## config.mk

```make
export PLATFORM = sky130hd
export DESIGN_NAME = framing_ctrl
export DESIGN_NICKNAME = d
export VERILOG_FILES = /design/src/rtl/framing_ctrl.sv
export SDC_FILE = /design/constraint.sdc
export NUM_CORES = 1
export LEC_CHECK = 0
export ABC_AREA = 0
export BUFFER_PORTS_ARGS = -buffer_cell sky130_fd_sc_hd__buf_2
export CORE_UTILIZATION = 59
export CTS_CLUSTER_DIAMETER = 50
export DETAILED_ROUTE_END_ITERATION = 7
export HOLD_SLACK_MARGIN = 0.15
export PLACE_DENSITY = 0.83
export SLEW_MARGIN = 20
export SYNTH_ARGS = -nofsm -noshare
export SYNTH_HDL_FRONTEND = slang
export SYNTH_SLANG_ARGS = --single-unit
```

## constraint.sdc

```tcl
create_clock -name clk -period 3.7 [get_ports clk]
set_clock_uncertainty 0.2 [all_clocks]
set_input_delay 1.11 -clock clk [delete_from_list [all_inputs] [get_ports clk]]
set_output_delay 1.11 -clock clk [all_outputs]
set_load 0.05 [all_outputs]
```

## src/rtl/framing_ctrl.sv

```systemverilog
// -----------------------------------------------------------------------------
// framing_ctrl
//
// Sequencer for the single-port framing memory of the MFCC front end.
// Incoming samples are written into the memory as a circular buffer. Once the
// buffer is full, and every HOP samples after that, one complete frame is read
// back oldest-sample-first and streamed to the windowing stage over a
// valid/ready interface. Sample writes always own the memory port; frame reads
// only use cycles in which no sample arrives.
//
// Ports:
//   clk           clock
//   rst           asynchronous active-high reset
//   sample_valid  one sample presented this cycle (no backpressure)
//   sample_in     sample data
//   mem_wen       memory write enable (1 write, 0 read)
//   mem_a         memory address
//   mem_d         memory write data
//   mem_q         memory combinational read data for mem_a
//   out_valid     frame sample valid
//   out_data      frame sample
//   out_last      marks the final sample of a frame
//   out_ready     downstream accept
//   busy          frame readout in progress
//   overrun       sticky: a write landed on an unread sample of the active frame
//   frame_drop    sticky: a frame trigger arrived while a readout was active
// -----------------------------------------------------------------------------
module framing_ctrl #(
    parameter int BITS  = 12,
    parameter int DEPTH = 128,
    parameter int HOP   = 64
) (
    input  logic            clk,
    input  logic            rst,
    input  logic            sample_valid,
    input  logic [BITS-1:0] sample_in,
    output logic            mem_wen,
    output logic [6:0]      mem_a,
    output logic [BITS-1:0] mem_d,
    input  logic [BITS-1:0] mem_q,
    output logic            out_valid,
    output logic [BITS-1:0] out_data,
    output logic            out_last,
    input  logic            out_ready,
    output logic            busy,
    output logic            overrun,
    output logic            frame_drop
);

    localparam logic [6:0] LAST_POS = 7'(DEPTH - 1);
    localparam logic [6:0] HOP_LAST = 7'(HOP - 1);

    typedef enum logic {
        IDLE = 1'b0,
        READ = 1'b1
    } state_t;

    state_t          state_q;
    logic [6:0]      wr_ptr_q;
    logic [6:0]      fill_cnt_q;
    logic            primed_q;
    logic [6:0]      hop_cnt_q;
    logic [6:0]      rd_base_q;
    logic [6:0]      rd_cnt_q;
    // Writes since the active frame started; saturates so a long stall
    // cannot wrap it back below rd_cnt_q and hide an overrun.
    logic [7:0]      wr_since_q;
    logic            out_valid_q;
    logic [BITS-1:0] out_data_q;
    logic            out_last_q;
    logic            overrun_q;
    logic            frame_drop_q;

    logic            wr_en;
    logic            issue;
    logic            accept;
    logic            trigger;
    logic            unread_hit;
    logic [6:0]      rd_addr;
    logic [7:0]      wr_since_d;

    // NOTE: every signal gets a value on every path through this block, so no
    // latch is inferred.
    always_comb begin
        // Writes are suppressed while reset is held so the memory is never
        // touched while the pointers are pinned at zero.
        wr_en      = sample_valid & ~rst;
        accept     = out_valid_q & out_ready;
        issue      = (state_q == READ) & ~sample_valid & (~out_valid_q | out_ready);
        trigger    = wr_en & (primed_q ? (hop_cnt_q == HOP_LAST)
                                       : (fill_cnt_q == LAST_POS));
        // 7-bit add wraps naturally around the 128-entry ring.
        rd_addr    = rd_base_q + rd_cnt_q;
        // The n-th write after a frame start lands on frame position n; that
        // position is still unread when n >= rd_cnt.
        unread_hit = wr_en & (state_q == READ) & (wr_since_q >= {1'b0, rd_cnt_q});
        wr_since_d = (wr_since_q == 8'hFF) ? wr_since_q : wr_since_q + 8'd1;

        mem_wen    = wr_en;
        mem_d      = wr_en ? sample_in : '0;
        mem_a      = issue ? rd_addr : wr_ptr_q;
    end

    // NOTE: state is updated with non-blocking assignments only; where two
    // assignments to the same register fire in one cycle, the later one wins.
    // The memory itself lives outside this block and is not reset.
    always_ff @(posedge clk or posedge rst) begin
        if (rst) begin
            state_q      <= IDLE;
            wr_ptr_q     <= '0;
            fill_cnt_q   <= '0;
            primed_q     <= 1'b0;
            hop_cnt_q    <= '0;
            rd_base_q    <= '0;
            rd_cnt_q     <= '0;
            wr_since_q   <= '0;
            out_valid_q  <= 1'b0;
            out_data_q   <= '0;
            out_last_q   <= 1'b0;
            overrun_q    <= 1'b0;
            frame_drop_q <= 1'b0;
        end else begin
            // ---------------- write side ----------------
            if (wr_en) begin
                wr_ptr_q   <= wr_ptr_q + 7'd1;
                wr_since_q <= wr_since_d;
                if (!primed_q) begin
                    if (trigger) begin
                        primed_q <= 1'b1;
                    end else begin
                        fill_cnt_q <= fill_cnt_q + 7'd1;
                    end
                end else begin
                    // hop_cnt clears on every trigger, including dropped ones,
                    // so the frame cadence stays locked to the sample stream.
                    hop_cnt_q <= trigger ? '0 : hop_cnt_q + 7'd1;
                end
                if (unread_hit) begin
                    overrun_q <= 1'b1;
                end
                if (trigger && state_q == READ) begin
                    frame_drop_q <= 1'b1;
                end
            end

            // ---------------- frame sequencer ----------------
            case (state_q)
                IDLE: begin
                    if (trigger) begin
                        // Oldest sample sits just after the one being written.
                        rd_base_q  <= wr_ptr_q + 7'd1;
                        rd_cnt_q   <= '0;
                        // The triggering write precedes the frame, so the
                        // post-start write count begins at zero.
                        wr_since_q <= '0;
                        state_q    <= READ;
                    end
                end
                READ: begin
                    if (issue) begin
                        rd_cnt_q <= rd_cnt_q + 7'd1;
                        if (rd_cnt_q == LAST_POS) begin
                            state_q <= IDLE;
                        end
                    end
                end
                default: state_q <= IDLE;
            endcase

            // ---------------- output register ----------------
            if (issue) begin
                out_data_q  <= mem_q;
                out_valid_q <= 1'b1;
                out_last_q  <= (rd_cnt_q == LAST_POS);
            end else if (accept) begin
                out_valid_q <= 1'b0;
                out_last_q  <= 1'b0;
            end
        end
    end

    assign out_valid  = out_valid_q;
    assign out_data   = out_data_q;
    assign out_last   = out_last_q;
    // Stays high until the final beat has actually been taken downstream.
    assign busy       = (state_q == READ) | (out_valid_q & out_last_q);
    assign overrun    = overrun_q;
    assign frame_drop = frame_drop_q;

endmodule
```

==> results.json, run 1 <==
{
  "status": "complete, no violations",
  "syn_area_per_cell_sq_um": 9.21,
  "postCtsHoldBufs": 0,
  "first_pass_iters": 5,
  "cp_max_fo": 17,
  "cts_buffer_depth": 2,
  "grt_use_met3": 0.0563,
  "tightest_slew_ns": 0.844,
  "start_util": 0.625,
  "cts_sinks": 61,
  "whs_ns": 0.265,
  "max_freq_mhz": 277,
  "hpwl_um": 5200,
  "clk_latency_ns": 0.35,
  "grt_max_degree": 47,
  "core_area_sq_um": 5200,
  "viasPerCell": 5.58,
  "vias": 2792,
  "synth-seq-cells": 61,
  "synth_largest_area_cell": "dfrtp_1",
  "fin_crit_ns": 3.61,
  "drv_slew": 0,
  "cts_tree": "done",
  "drc": 0,
  "totalWireLength_um": 7320,
  "cts.repair.resized": 1,
  "ant_nets": 0,
  "critPathKind": "input port to output port",
  "multiInputGateArea_sq_um": 1660,
  "leakagePower_nw": 2.02,
  "r2r-start": "fill_cnt_q[0]",
  "hp-class": "register to register",
  "hp-start": "overrun",
  "fillers": 377,
  "die_w_um": 76.2,
  "antennaDiodeCount": 0,
  "regArea_sq_um": 1530,
  "drive_gt1_frac": 0.256,
  "ys_top_cells_by_area": "dfrtp_1 (47%), nand2_1 (9.3%), ha_1 (6.9%)",
  "syn-num-nets": 400,
  "syn2layout_area_growth_pct": 20.9,
  "nets": 472,
  "rsz0062_at_grt": "false",
  "synth_top_area_share": 0.469,
  "drtIter0Drc": 193,
  "use_met1": 0.330,
  "relSlewSlack": 0.436,
  "cts_setup_buffers": 0,
  "yosys_warnings": 0,
  "grtUsageTotal": 0.271,
  "hold_viol": 0,
  "r2r_slack_ns": 1.45,
  "overflow": 0,
  "cp.required_ns": 2.39,
  "total_power_mw": 2.01,
  "grt_use_met2": 0.471,
  "cts.clk_slew.worst_paths_ns": 0.07,
  "clockRootBuffer": "clkbuf_8",
  "ctsHtreeMaxLevel": 3,
  "cp.arrival_ns": 2.30,
  "top_usage_layer": "met2",
  "wl_per_cell_um": 14.6,
  "ir_drop_uv": 379,
  "grt_pass1_vias": 2787,
  "die_h_um": 76.2,
  "yosysUniqueCellTypes": 43,
  "synth_sequential_area_ratio": 0.469,
  "rows": 26,
  "netlist_instances": 353,
  "pin_count": 65,
  "p_per_area_nw_per_um2": 510,
  "cp-end-kind": "output port",
  "min_period_over_period": 0.976,
  "maxCapViolations": 0,
  "setup_violations": 0,
  "netlist_area_sq_um": 3250,
  "worstSetupStartpointType": "input port",
  "die-area_sq_um": 5810,
  "antenna_found_initial": 0,
  "place_congestion": 0.843,
  "cts_buffers": 9,
  "startpoint": "sample_valid",
  "place.port_buffers": 64,
  "grt_pass1_wl_um": 12500
}
through the flow:
| stage | setup TNS, ns | instances | utilization | instance area [sq um] | setup slack, ns |
|---|---|---|---|---|---|
| after floorplan | -0.584 | 353 | - | 3270 | -0.146 |
| after global placement | 0 | 484 | 0.711 | 3700 | 0.0662 |
| after detailed placement | 0 | 484 | 0.711 | 3700 | 0.0153 |
| after CTS | 0 | 500 | 0.753 | 3920 | 0.00637 |
| after global routing | 0 | 500 | 0.755 | 3930 | 0.0167 |
| final | 0 | 500 | 0.755 | 3930 | 0.0871 |
synthesized netlist by cell type:
cell	count
nand2_1	81
dfrtp_1	61
o21ai_0	20
nand3_1	19
xnor2_1	19
ha_1	18
nor2_1	15
a21oi_1	12
and2_1	12
inv_1	12
nand4_1	10
clkbuf_1	9
o21ai_1	8
xor2_1	6
a21o_1	4
and3_1	4
a211oi_1	3
nand2b_1	3
nor3_1	3
o31ai_1	3
a221oi_1	2
buf_2	2
mux2_2	2
nor2b_1	2
o211a_1	2
o21bai_1	2
or3_1	2
or3_4	2
a21boi_1	1
a31o_2	1
a31oi_1	1
and4b_1	1
fa_1	1
mux2_1	1
mux2i_1	1
nand2b_2	1
nand3b_1	1
nor3_2	1
o211ai_2	1
o21a_1	1
o41ai_1	1
or2_1	1
or4_1	1
per-layer routing:
layer	up-vias	share of wire
met3	13	0.048
met4	0	0.019
met2	99	0.50
met5	-	0
met1	1330	0.43
li1	1350	-
power breakdown:
group	switching [mW]	total, mW	internal, mW	leakage (nW)
clock network	0.277	0.652	0.375	0.105
registers	0.133	0.892	0.759	0.798
logic	0.279	0.461	0.182	1.12
total	0.689	2.01	1.32	2.02
final cells by class:
class | count | share of cell area
Sequential cell | 61 | 0.389
Multi-Input combinational cell | 269 | 0.421
Clock buffer | 9 | 0.0315
Inverter | 12 | 0.0115
Timing Repair Buffer | 72 | 0.102
Tap cell | 70 | 0.0223
Clock inverter | 7 | 0.0229
worst max-delay path, cell delays in order:
cell	delay, ns
buf_2	0.11
nand2b_2	0.19
or2_2	0.43
o21ai_1	0.17
buf_2	0.27
layout by cell type, fill, tap and decap left out, types with 3 or more instances in the layout:
cell	synthesis	layout
xor2_1	6	6
and3_1	4	4
a211oi_1	3	3
buf_2	2	62
ha_1	18	17
xnor2_1	19	19
a21o_1	4	4
nand2_1	81	81
o31ai_1	3	3
nand4_1	10	10
nand2b_1	3	3
dfrtp_1	61	60
buf_4	0	7
o21ai_0	20	15
o21ai_1	8	12
clkinv_2	0	3
nand3_1	19	19
inv_1	12	11
and2_2	0	8
nor3_1	3	3
a21oi_1	12	12
clkbuf_8	0	9
nor2_1	15	15
and2_1	12	4
final timing paths:
path | endpoint | cells past startpoint
worst max-delay path | mem_a[5] | 5
worst min-delay path | overrun | 1
worst max register to register | rd_base_q[6] | 6
worst min register to register | overrun | 1
max in group asynchronous | rd_cnt_q[4] | 3
min in group asynchronous | hop_cnt_q[2] | 2
registers in the layout, summed over array words and instances, names as in the netlist:
register and flops:
fill_cnt_q 7, state_q 1, overrun 1, rd_cnt_q 7
out_data 12, hop_cnt_q 7, out_valid 1, out_last 1
frame_drop 1, primed_q 1, wr_ptr_q 7, rd_base_q 7
wr_since_q 8
cells by family (layout without fill, tap and decap cells):
kind of cell,Yosys count,in the layout,synth area share
xor+xnor,25,25,0.0673
mux,4,4,0.0135
flops,61,61,0.469
simple gates,159,159,0.230
compound gates,62,62,0.117
fa+ha+maj,19,19,0.0754
buf+inv,23,100,0.0273
Power figures use the tool's default switching activity.
==> run 2, diff against run 1 <==
--- a/config.mk
+++ b/config.mk
@@ -12,6 +12,7 @@
 export DETAILED_ROUTE_END_ITERATION = 7
 export HOLD_SLACK_MARGIN = 0.15
 export PLACE_DENSITY = 0.83
+export RECOVER_POWER = 25
 export SLEW_MARGIN = 20
 export SYNTH_ARGS = -nofsm -noshare
 export SYNTH_HDL_FRONTEND = slang
==> constraint.sdc (replaced) <==
create_clock -name clk -period 4.2 [get_ports clk]
set_clock_uncertainty 0.2 [all_clocks]
set_input_delay 1.26 -clock clk [delete_from_list [all_inputs] [get_ports clk]]
set_output_delay 1.26 -clock clk [all_outputs]
set_load 0.05 [all_outputs]
==> run 2 against run 1 <==
Effect of this change: the run now ends with max-capacitance violations, max-slew violations left; clock-buffer cell count up 4; register-to-register slack better by 0.49 ns; flip-flop and latch count is the same; clock power shrank 16%; sequential share of layout area increased by 0.38 points; global-route usage decreased by 1.0 points; final cell count did not move; non-clock buffer count stayed put; combinational power is 13% lower; routed wire length shrank 4.1%; critical path type is now register to output port; largest power group unchanged; highest routed layer unchanged.
==> results.json, run 2 (same netlist as run 1, synthesis figures left out) <==
{
  "wl_per_cell_um": 14.0,
  "status": "finished with violations",
  "pin_count": 65,
  "syn2layout_area_growth_pct": 19.6,
  "setup_violations": 0,
  "die_h_um": 76.2,
  "min_period_over_period": 0.943,
  "place.port_buffers": 64,
  "cp.arrival_ns": 2.50,
  "worst_hold_path.endpoint": "out_data[4]",
  "power.share.combinational": 0.231,
  "grt_max_degree": 31,
  "total_power_mw": 1.73,
  "grtUsageTotal": 0.261,
  "cts_buffer_depth": 2,
  "ant_nets": 0,
  "first_pass_iters": 4,
  "tightest_slew_ns": 1.51,
  "cts_sinks": 61,
  "max_freq_mhz": 252,
  "die_w_um": 76.2,
  "netSwitchingPower_uw": 587,
  "swShare": 0.339,
  "antennaDiodeCount": 0,
  "drv_slew": 31,
  "cts_setup_buffers": 0,
  "vias": 2768,
  "critPathKind": "register to output port",
  "drive_gt1_frac": 0.212,
  "drtIter0Drc": 111,
  "p_per_area_nw_per_um2": 445,
  "clockRootBuffer": "clkbuf_8",
  "violations": "max-capacitance violations, max-slew violations",
  "core_area_sq_um": 5200,
  "final_cell_mix": "nand2_1 (81), buf_2 (62), dfrtp_1 (61)",
  "die-area_sq_um": 5810,
  "cts.clk_slew.worst_paths_ns": 0.06,
  "hold_viol": 0,
  "place_congestion": 0.841,
  "largest_reg_flops": 12,
  "top_usage_layer": "met2",
  "cts_tree": "done",
  "r2r_slack_ns": 1.94,
  "hp-start": "out_data[4]",
  "maxCapViolations": 1,
  "postCtsHoldBufs": 0,
  "r2r-start": "fill_cnt_q[0]",
  "holdPathStages": 2,
  "ff2ff_path_depth": 6,
  "rsz0062_at_grt": "false",
  "grt_use_met2": 0.435,
  "relSlewSlack": -0.00774,
  "totalWireLength_um": 7020,
  "grt_pass1_wl_um": 11700,
  "cp_max_fo": 6,
  "antenna_found_initial": 0,
  "hpwl_um": 5110,
  "clk_latency_ns": 0.35,
  "grt_use_met3": 0.0575,
  "use_met1": 0.319,
  "nets": 472,
  "hp-class": "register to register",
  "final_area_sq_um": 3890,
  "rows": 26,
  "grt_pass1_vias": 2641,
  "cp.required_ns": 2.74,
  "cp-end-kind": "output port",
  "seq_power_share": 0.452,
  "r2r_end": "wr_since_q[4]",
  "ctsHtreeMaxLevel": 3,
  "pwr-share-clk": 0.317,
  "cts_buffers": 9,
  "worstSetupStartpointType": "register",
  "start_util": 0.625,
  "overflow": 0,
  "final_common_cell": "nand2_1",
  "viasPerCell": 5.54,
  "drc": 0,
  "fin_crit_ns": 3.96,
  "cts.repair.resized": 0,
  "p_int_mw": 1.14,
  "leakagePower_nw": 2.01,
  "placed_area_sq_um": 3690,
  "ir_drop_uv": 235
}
[run 2: cell types whose count changed in the layout (fill, tap and decap cells not counted), moves of 3 or more]
cell,previous run,this run
clkbuf_1,0,5
and2_1,4,12
clkbuf_8,9,12
o21ai_1,12,9
and2_2,8,0
o21ai_0,15,19
[run 2: critical path: stages (launching register included)]
cell and delay (ns):
dfrtp_1 0.46, ha_1 0.26, fa_1 0.41, a21o_1 0.19, nand4_1 0.08, and4b_1 0.23
xnor2_1 0.08, o21ai_0 0.15, buf_2 0.28
[run 2: through the flow]
step,instances,worst slack (ns),util,setup TNS [ns],hold WS [ns]
after floorplan,353,-0.317,-,-1.27,0.246
after global placement,484,0.286,0.709,0,0.250
after detailed placement,484,0.273,0.709,0,0.257
after CTS,500,0.249,0.749,0,0.274
after global routing,500,0.113,0.747,0,0.287
final,500,0.239,0.747,0,0.272
[run 2: metal layers]
layer / part of all wire / wire, um / vias up
li1: - / - / 1359
met1: 0.44 / 3080 / 1306
met2: 0.49 / 3430 / 89
met3: 0.052 / 365 / 14
met4: 0.021 / 148 / 0
met5: 0 / 0 / -
[run 2: how the worst max path moves through the flow]
stage / startpoint / to / cells after the start
global placement: sample_valid / mem_a[4] / 6
global route: rd_cnt_q[0] / mem_a[6] / 8
CTS: rd_cnt_q[0] / mem_a[6] / 8
detailed placement: sample_valid / mem_a[2] / 6
finish: rd_cnt_q[0] / mem_a[6] / 8
floorplan: sample_valid / mem_a[2] / 5
[run 2: power by group through the flow]
| stage | Clock, mW | Sequential, mW | Combinational, mW |
|---|---|---|---|
| finish | 0.549 | 0.782 | 0.401 |
| global placement | 0 | 0.783 | 0.386 |
| detailed placement | 0 | 0.787 | 0.403 |
| CTS | 0.554 | 0.780 | 0.405 |
| floorplan | 0 | 0.755 | 0.323 |
| global route | 0.579 | 0.796 | 0.446 |
[run 2: layout make-up]
| type | instances | area [sq um] |
|---|---|---|
| Timing Repair Buffer | 72 | 383 |
| Clock buffer | 13 | 169 |
| Sequential cell | 61 | 1530 |
| Inverter | 12 | 45.0 |
| Clock inverter | 3 | 42.5 |
| Fill cell | 391 | 1320 |
| Multi-Input combinational cell | 269 | 1640 |
| Tap cell | 70 | 87.6 |
